## src/rtl/sub_pkg.sv

```systemverilog
// Shared types and defaults for the bit-serial subtractor.
package sub_pkg;

  typedef enum logic [1:0] {IDLE, RUN, DONE} sub_state_t;

  localparam int SUB_WIDTH_DEF = 8;

endpackage

```

## src/rtl/full_sub.sv

```systemverilog
// Single-bit full subtractor: diff = a - b - bin, bout = borrow out.
// Purely combinational; no latency, no flow control.
module full_sub (
  input  logic a,
  input  logic b,
  input  logic bin,
  output logic diff,
  output logic bout
);

  assign diff = a ^ b ^ bin;
  assign bout = (~a & b) | (~(a ^ b) & bin);

endmodule

```

## src/rtl/serial_sub.sv

```systemverilog
// Bit-serial a - b - bin using one full_sub cell, LSB first, one bit per cycle.
// Result appears WIDTH edges after an accepted start; start is ignored while busy.
module serial_sub
  import sub_pkg::*;
#(
  parameter int WIDTH = SUB_WIDTH_DEF
) (
  input  logic             clk,
  input  logic             rst_n,
  input  logic             start,
  input  logic [WIDTH-1:0] a,
  input  logic [WIDTH-1:0] b,
  input  logic             bin,
  output logic             busy,
  output logic             done,
  output logic [WIDTH-1:0] diff,
  output logic             bout
);

  localparam int CW = (WIDTH > 1) ? $clog2(WIDTH) : 1;
  localparam logic [CW-1:0] LAST = CW'(WIDTH - 1);

  sub_state_t       r_state;
  sub_state_t       w_next;
  logic [WIDTH-1:0] r_a_sh;
  logic [WIDTH-1:0] r_b_sh;
  logic [WIDTH-1:0] r_res;
  logic [WIDTH-1:0] w_res_next;
  logic             r_borrow;
  logic [CW-1:0]    r_cnt;
  logic [WIDTH-1:0] r_diff;
  logic             r_bout;
  logic             w_d;
  logic             w_bo;

  full_sub u_full_sub (
    .a    (r_a_sh[0]),
    .b    (r_b_sh[0]),
    .bin  (r_borrow),
    .diff (w_d),
    .bout (w_bo)
  );

  // Written as shift-then-insert so WIDTH=1 needs no special slice.
  always_comb begin
    w_res_next            = r_res >> 1;
    w_res_next[WIDTH-1]   = w_d;
  end

  always_ff @(posedge clk) begin
    if (!rst_n) r_state <= IDLE;
    else        r_state <= w_next;
  end

  always_comb begin
    w_next = r_state;
    case (r_state)
      IDLE:    if (start) w_next = RUN;
      RUN:     if (r_cnt == LAST) w_next = DONE;
      DONE:    w_next = IDLE;
      default: w_next = IDLE;
    endcase
  end

  always_ff @(posedge clk) begin
    if (!rst_n) begin
      r_a_sh   <= '0;
      r_b_sh   <= '0;
      r_res    <= '0;
      r_borrow <= 1'b0;
      r_cnt    <= '0;
      r_diff   <= '0;
      r_bout   <= 1'b0;
    end else begin
      case (r_state)
        IDLE: begin
          if (start) begin
            r_a_sh   <= a;
            r_b_sh   <= b;
            r_borrow <= bin;
            r_cnt    <= '0;
          end
        end
        RUN: begin
          r_a_sh   <= r_a_sh >> 1;
          r_b_sh   <= r_b_sh >> 1;
          r_res    <= w_res_next;
          r_borrow <= w_bo;
          r_cnt    <= r_cnt + 1'b1;
          // Outputs load only on the final bit so no partial value is ever visible.
          if (r_cnt == LAST) begin
            r_diff <= w_res_next;
            r_bout <= w_bo;
          end
        end
        default: ;
      endcase
    end
  end

  always_comb begin
    busy = (r_state != IDLE);
    done = (r_state == DONE);
    diff = r_diff;
    bout = r_bout;
  end

endmodule
```

## config.mk

```make
export PLATFORM = sky130hd
export DESIGN_NAME = serial_sub
export DESIGN_NICKNAME = d
export VERILOG_FILES = /design/src/rtl/sub_pkg.sv /design/src/rtl/full_sub.sv /design/src/rtl/serial_sub.sv
export SDC_FILE = /design/constraint.sdc
export NUM_CORES = 1
export LEC_CHECK = 0
export BUFFER_PORTS_ARGS = -buffer_cell sky130_fd_sc_hd__clkbuf_2
export CAP_MARGIN = 10
export CORE_MARGIN = 5
export CORE_UTILIZATION = 48
export CTS_CLUSTER_SIZE = 14
export DETAILED_ROUTE_END_ITERATION = 7
export GPL_TIMING_DRIVEN = 0
export HOLD_SLACK_MARGIN = 0.02
export PLACE_DENSITY = 0.73
export SLEW_MARGIN = 10
export SYNTH_ARGS = -nofsm -noshare
export SYNTH_HDL_FRONTEND = slang
export SYNTH_HIERARCHICAL = 1
export SYNTH_SLANG_ARGS = --single-unit
```

## constraint.sdc

```tcl
create_clock -name clk -period 1.23 [get_ports clk]
set_input_delay 0.369 -clock clk [delete_from_list [all_inputs] [get_ports clk]]
set_output_delay 0.369 -clock clk [all_outputs]
set_load 0.1 [all_outputs]
```

-- After elaboration in Yosys (flattened, before gate mapping)
Cells that the tools add are included.
Widths: inputs -> output; s select.
- add/subtract/negate cells: 1
- equal/unequal tests: 5
- multiplexer cells: 11
- bitwise operators: 7
- reduce and logical (&&, ||, !) cells: 6
- operators by type and width (kind ; number):
    $pmux 8 s2 ; 2
    $mux 8 ; 2
    $pmux 3 s2 ; 1
    $reduce_and 2->1 ; 3
    $mux 2 ; 2
    $ne 2x2->1 const B ; 2
    $pmux 2 s2 ; 1
    $reduce_bool 2->1 ; 2
    $add 3x1->3 const B ; 1
    $eq 3x3->1 const B ; 1
    $mux 3 ; 1
    $and 1x1->1 ; 2
    $eq 2x1->1 const B ; 1
    $eq 2x2->1 const B ; 1
    $logic_not 2->1 ; 1
    $not 1->1 ; 2
    $pmux 1 s2 ; 1
    $xor 1x1->1 ; 2
    $mux 1 ; 1
    $or 1x1->1 ; 1
- flip-flop bits (word level): 39
- output and inout port bits: 11
- logic and storage cells: 38

-- Longest topological paths before layout
Gate-level depths: netlist (run 1).
- depth in word-level cells: 5
- gate-level depth with buffers: 6
- gate-level depth less buffers: 5

-- Hierarchy
The synthesis (run 1) kept the hierarchy.
- by module, submodules not included (module ; times used ; cells each ; area each (um2) ; seq. area each (um2)):
    serial_sub ; 1 ; 170 ; 1597.8 ; 760.7
    full_sub ; 1 ; 4 ; 31.3 ; 0.0

-- Least setup slack after synthesis (run 1)
OpenSTA, ideal clock, no wires.
- path type: reg2out
- start: register r_state[1]
- end: output port done
- arrival: 1780 ps
- path slack: -919 ps
- cell stages (with the launch flop): 2
- cells stage by stage: dfxtp_1 > nor2b_1
- word-level cells in the longest chain between the ends: 1
- RTL lines (element ; line ; RTL):
    start, declared ; serial_sub.sv:23 ; sub_state_t r_state;
    start signal, assigned ; serial_sub.sv:52 ; else r_state <= w_next;
    $eq 2x2->1 ; serial_sub.sv:103 ; done = (r_state == DONE);
    end, declared ; serial_sub.sv:15 ; output logic done,
No other way between the ends.

-- Worst setup path after layout (run 1)
- start: register r_state[1]
- end: output port busy
- word-level cells in the longest chain between the ends: 1
- RTL lines (element ; line ; RTL):
    $reduce_bool 2->1 ; serial_sub.sv:102 ; busy = (r_state != IDLE);
    end, declared ; serial_sub.sv:14 ; output logic busy,
No other way between the ends.

==> flow_metrics.py, run 1 <==
metrics = {
    "setup_path": {
        "cp-end-kind": "output port",
        "r2r-start": "r_state[1]",
        "path_class": "reg -> out",
        "r2r_end": "r_a_sh[4]",
        "arrival_ns": 1.16,
        "path_max_fanout": 4,
        "max_stage_delay_ns": 0.37,
        "r2r_setup_slack_ns": -0.26,
        "critPathRequiredTime_ns": 0.86,
        "reg2regPathDepth": 6,
        "worst_setup_path_start_kind": "flop",
        "worstPathCellList": "or2_4, clkbuf_16",
        "cpMaxStageDelayCell": "dfxtp_4",
    },
    "timing": {
        "finalSetupViolCount": 29,
        "finalCritPeriodShare_pct": 125,
        "slew_headroom_pct": 65.4,
        "hold_ws_ns": 0.290,
        "hold_violations": 0,
        "fmax_ghz": 0.652,
        "report.final.slew_viol_count": 0,
        "skew_ns": 0.0130,
        "worst_slew_pin_slew_ns": 0.520,
        "fin_ws_ns": -0.303,
        "finalCriticalPeriod_ns": 1.53,
        "rsz0062_at_grt": "yes",
    },
    "floorplan": {
        "core-area_sq_um": 3310,
        "fp.dieH_um": 68.3,
        "io_pins": 31,
        "rows": 21,
        "die_area_sq_um": 4660,
        "die_x_um": 68.3,
        "start_util_pct": 49.2,
    },
    "placed_design": {
        "place_inst": 249,
        "place_area_sq_um": 1850,
        "dpl_worst_slack_ns": -0.259,
        "place.gp.congestion": 0.846,
        "place.detailed.hpwl_um": 2400,
        "portBuffers": 29,
    },
    "cells_and_area": {
        "drive_gt1_share_pct": 48.4,
        "final_cell_mix": "30 x nor2_1, 23 x dfxtp_1, 18 x clkbuf_2, 15 x nand2_1",
        "seq_area_sq_um": 787,
        "multi_input_area_sq_um": 890,
        "fin_area_sq_um": 2410,
        "antennaDiodeCount": 0,
        "fin_nets": 245,
        "layout_commonest_cell": "nor2_1",
        "area_growth_pct": 47.9,
        "fillers": 243,
        "fin_cells": 269,
    },
    "min_path": {
        "min_to": "r_a_sh[3]",
        "hp-class": "in -> reg",
        "holdPathStages": 3,
        "hp-start": "a[3]",
    },
    "clock_network": {
        "clock-sinks": 38,
        "cts_tree": "built",
        "cts_htree_levels": 2,
        "cts.hold.buffers_added": 0,
        "cts.clk_slew.worst_paths_ns": 0.12,
        "root_buffer": "clkbuf_4",
        "cts_buffers": 5,
        "clockBufferDepth": 2,
        "worstSkewPairLatency_ns": 0.35,
    },
    "detailed_routing": {
        "num_vias": 1392,
        "viasPerCell": 5.17,
        "wl_per_cell_um": 14.3,
        "drtPass1Iterations": 4,
        "drc": 0,
        "antenna_left": 0,
        "drt-total-wl_um": 3840,
        "drtIter0Drc": 35,
    },
    "power_and_ir_drop": {
        "irDropWorstVdd_uv": 840,
        "p_leak_nw": 0.942,
        "p_per_area_nw_per_um2": 1000,
        "p_total_mw": 2.41,
    },
    "yosys": {
        "syn_area_per_cell_sq_um": 9.36,
        "ys_seq_area_share_pct": 46.7,
        "yosys_warnings": 6,
        "ys_ff_latch": 38,
        "syn_nets": 197,
        "synth_cell_types": 27,
        "syn-instance-count": 174,
        "syn_area_sq_um": 1630,
    },
    "global_route": {
        "grtUsageTotal_pct": 18.3,
        "grt_pass1_vias": 1459,
        "grt_max_degree": 12,
        "grt_first_pass_wirelength_um": 6260,
        "antenna_found_initial": 0,
        "grt-ovfl-total": 0,
    },
    "run_status": {
        "violations": "setup timing",
        "status": "finished, violations left",
    },
    "flow_run": {
        "drv_cap": 0,
    },
}
==> area by class of cell <==
type | count | share of cell area [%]
plain buffers | 12 | 4.21
multi-input cells | 118 | 36.9
repair buffers | 43 | 20.7
inverters | 4 | 0.623
flip-flops and latches | 38 | 32.7
clock buffers | 7 | 2.28
clock inverters | 1 | 0.208
well taps | 46 | 2.39
==> state kept, by name (all words and copies together), names as in the netlist <==
signal    flops
r_cnt         3
r_a_sh        8
r_borrow      1
r_res         7
diff          8
r_state       2
bout          1
r_b_sh        8
==> power by group <==
part	internal, mW	switching [mW]	total (mW)	leakage, nW
Sequential	1.29	0.0486	1.34	0.319
Combinational	0.195	0.197	0.392	0.589
Clock	0.277	0.405	0.682	0.0353
==> critical path, delay by kind of cell (launching register included) <==
family / cells / cell delay [ns]
buffers and inverters: 1 / 0.20
flip-flops: 1 / 0.37
AND/OR/NAND/NOR: 1 / 0.25
==> routing by layer <==
metal	GRT usage (%)	up-vias	share of wire [%]
li1	-	699	-
met1	19.1	651	42
met2	32.5	36	52
met3	6.73	6	4.8
met4	7.94	0	1.2
met5	0	-	0
==> stage by stage <==
step                utilization, %  setup TNS [ns]
floorplan                        -           -1.33
global placement              55.9           -4.69
detailed placement            55.9           -5.66
CTS                           67.8           -4.25
global route                  72.8           -6.64
finish                        72.8           -4.40
==> Yosys cell counts <==
cell type	instances	area share [%]
nand2b_1	1	0.38
ha_1	2	1.5
or3b_1	1	0.54
nor2_1	30	6.9
mux2i_1	1	0.61
a21boi_0	16	7.4
buf_6	2	1.4
o211a_1	1	0.61
nor3b_1	2	0.92
o21ba_2	1	0.61
buf_12	1	1.2
nand3_1	9	2.8
inv_1	4	0.92
fa_1	1	1.2
a22oi_1	4	1.8
or2_2	1	0.38
o221ai_2	10	9.2
buf_1	1	0.23
clkbuf_1	4	0.92
and3_1	1	0.38
o21bai_1	1	0.46
nand3b_1	1	0.46
dfxtp_1	38	47
nor2b_1	6	2.3
buf_2	6	1.8
o221ai_1	5	2.7
nand2_1	24	5.5
==> what timing repair did <==
action / 4_1_cts / 5_1_grt
pin swaps: 10 / 20
setup endpoints to repair: 43 / 45
hold endpoints to repair: 0 / 0
gates resized for setup: 62 / 38
setup buffers: 7 / 4
cloned: 1 / 2
==> cells by family after synthesis <==
family | synth area share [%]
AOI/OAI and AO/OA | 22.8
adders and majority gates | 2.76
buffers and inverters | 6.53
DFF | 46.7
muxes | 0.614
and+or+nand+nor | 20.6
==> worst max-delay path by stage <==
stage / from / endpoint / slack, ns
floorplan: r_state[0] / r_a_sh[0] / -0.11
global placement: r_state[1] / done / -0.23
detailed placement: r_state[1] / done / -0.26
CTS: r_state[1] / busy / -0.32
global route: r_state[1] / busy / -0.34
finish: r_state[1] / busy / -0.30
No activity file was read; power rests on OpenSTA's default activity.
==> run 2, diff against run 1 <==
ABC_AREA = 1   (was not set)
CORE_UTILIZATION = 49   (was 48)
PLACE_DENSITY = 0.74   (was 0.73)
==> run 2 against run 1 <==
Via count is 17% higher. Non-clock buffer count up 3. Sequential share of layout area decreased by 1.9 points. Global-route usage decreased by 0.38 points. Largest cell class unchanged. Sequential cell count stayed put. Count of clock-buffer cells in the layout down 1. Clock power is 3% higher. Critical path depth rose by 2. Combinational power increased by 24%. The flow still finishes with violations (setup timing). Core utilization grew 2.3 points. Synthesized cell count rose by 45%.
==> flow_metrics.py, run 2 <==
metrics = {
    "detailed_routing": {
        "num_vias": 1632,
        "antenna_left": 0,
        "drc": 0,
        "viasPerCell": 4.61,
        "wl_per_cell_um": 12.1,
        "drtIter0Drc": 91,
        "drtPass1Iterations": 4,
        "drt-total-wl_um": 4280,
    },
    "global_route": {
        "grt_first_pass_wirelength_um": 6910,
        "grt_pass1_vias": 1509,
        "antenna_found_initial": 0,
        "grt-ovfl-total": 0,
        "grt_max_degree": 13,
        "grtUsageTotal_pct": 17.9,
    },
    "yosys": {
        "syn_area_per_cell_sq_um": 6.88,
        "ys_ff_latch": 38,
        "syn_nets": 275,
        "synth_cell_types": 20,
        "ys.flop_type": "dfxtp_1",
        "synth.largest_area_cell": "dfxtp_1",
        "ys_top_cells_by_area": "dfxtp_1 44%, nand2_1 15%, inv_1 10%",
        "yosys-top-cells-count": "68 x nand2_1, 47 x inv_1, 38 x dfxtp_1",
        "yosys_warnings": 6,
        "syn_area_sq_um": 1730,
        "ys_seq_area_share_pct": 43.9,
        "yosysTopAreaCellShare_pct": 43.9,
        "async_flop_share_pct": 0,
        "synth_edf_count": 0,
        "syn-instance-count": 252,
        "yosysMostFrequentCell": "nand2_1",
    },
    "timing": {
        "finalCritPeriodShare_pct": 130,
        "skew_ns": 0.00907,
        "fin_ws_ns": -0.373,
        "hold_violations": 0,
        "finalSetupViolCount": 23,
        "report.final.slew_viol_count": 0,
        "fmax_ghz": 0.624,
        "finalCriticalPeriod_ns": 1.60,
        "worst_slew_pin_slew_ns": 0.566,
        "slew_headroom_pct": 62.2,
        "rsz0062_at_grt": "yes",
        "fin_setup_tns_ns": -2.05,
        "hold_ws_ns": 0.276,
    },
    "clock_network": {
        "clockBufferDepth": 2,
        "worstSkewPairLatency_ns": 0.35,
        "cts.clk_slew.worst_paths_ns": 0.12,
        "cts_buffers": 5,
        "clock-sinks": 38,
        "cts_tree": "built",
        "root_buffer": "clkbuf_4",
        "cts_htree_levels": 2,
    },
    "run_status": {
        "status": "finished, violations left",
        "violations": "setup timing",
    },
    "cells_and_area": {
        "fillers": 268,
        "layout_commonest_cell": "nand2_1",
        "antennaDiodeCount": 0,
        "final_core_util_pct": 75.1,
        "area_growth_pct": 46.9,
        "final_cell_mix": "68 x nand2_1, 43 x inv_1, 25 x nor2_1, 23 x dfxtp_1, 22 x a21oi_1",
        "drive_gt1_share_pct": 34.7,
        "fin_cells": 354,
        "fin_nets": 330,
    },
    "min_path": {
        "hp-class": "in -> reg",
    },
    "floorplan": {
        "die_x_um": 69.5,
        "io_pins": 31,
        "core-area_sq_um": 3390,
        "rows": 21,
        "start_util_pct": 51.1,
        "fp.dieH_um": 69.5,
        "die_area_sq_um": 4830,
    },
    "setup_path": {
        "worst_setup_path_start_kind": "flop",
        "cpMaxStageDelayCell": "dfxtp_2",
        "path_class": "reg -> out",
        "arrival_ns": 1.23,
        "critPathRequiredTime_ns": 0.86,
        "worstPathCellList": "buf_8, nor2_4, clkinvlp_4, clkbuf_16",
        "path_max_fanout": 5,
        "max_stage_delay_ns": 0.35,
        "cp-end-kind": "output port",
    },
    "placed_design": {
        "place_inst": 327,
        "place.detailed.hpwl_um": 2450,
        "portBuffers": 29,
        "place.gp.congestion": 0.735,
    },
    "power_and_ir_drop": {
        "p_total_mw": 2.53,
        "irDropWorstVdd_uv": 841,
        "p_per_area_nw_per_um2": 992,
        "p_leak_nw": 1.22,
    },
    "flow_run": {
        "drv_cap": 0,
    },
}
[run 2: changes by cell type after synthesis, sizes merged, moves of 6 or more]
cell,change
inv,+45
nor2b,-6
nand2,+47
a21boi,-16
a21oi,+24
o21ai,+17
o221ai,-15
[run 2: layout make-up]
cell class | count | area [sq um] | area share (%)
buffer | 11 | 98.8 | 3.88
clock buffer | 6 | 51.3 | 2.02
clock inverter | 2 | 12.5 | 0.492
inverter | 49 | 200 | 7.87
multi-input combinational | 154 | 822 | 32.3
sequential | 38 | 782 | 30.7
tap | 46 | 57.6 | 2.26
timing repair buffer | 47 | 513 | 20.2
timing repair inverter | 1 | 7.51 | 0.295
[run 2: cell families after synthesis]
logic type	synth area share, %
simple gates	25.9
compound gates	12.5
buf+inv	15.1
flops	43.9
fa+ha+maj	2.60
[run 2: layer usage]
layer	track usage, %	up-vias	part of all wire, %
met3	6.09	7	5.8
li1	-	861	-
met2	28.8	38	49
met5	0	-	0
met1	22.2	726	44
met4	6.07	0	1.7
[run 2: timing repair]
action / in CTS / in global routing
buffers inserted: 8 / 9
hold buffers: 0 / 0
hold endpoints to repair: 0 / 0
cloned: 2 / 0
resized for setup: 57 / 26
endpoints found under the setup margin: 21 / 49
pin swaps: 1 / 5
[run 2: stage by stage]
step	setup WS, ns	cell area (sq um)
after global routing	-0.416	2540
after detailed placement	-0.274	1970
after global placement	-0.278	1970
after floorplan	-0.199	1760
final	-0.373	2540
after CTS	-0.387	2400
[run 2: report_power, final]
| group | switching (mW) | total [mW] | internal [mW] |
|---|---|---|---|
| clock network | 0.426 | 0.701 | 0.275 |
| logic | 0.279 | 0.486 | 0.207 |
| registers | 0.0340 | 1.34 | 1.30 |
[run 2: path summary, 6_finish.rpt]
check | startpoint | to | slack [ns] | cells past startpoint
worst min register to register | r_res[5] | diff[4] | 0.48 | 2
worst max register to register | r_cnt[0] | diff[7] | -0.11 | 8
worst min-delay path | b[7] | r_b_sh[7] | 0.28 | 3
worst max-delay path | r_state[0] | busy | -0.37 | 4
[run 2: worst max-delay path, delay by kind of cell, from the launching register on]
family,cells,cell delay (ns)
buf+inv,3,0.43
simple gates,1,0.11
flops,1,0.35
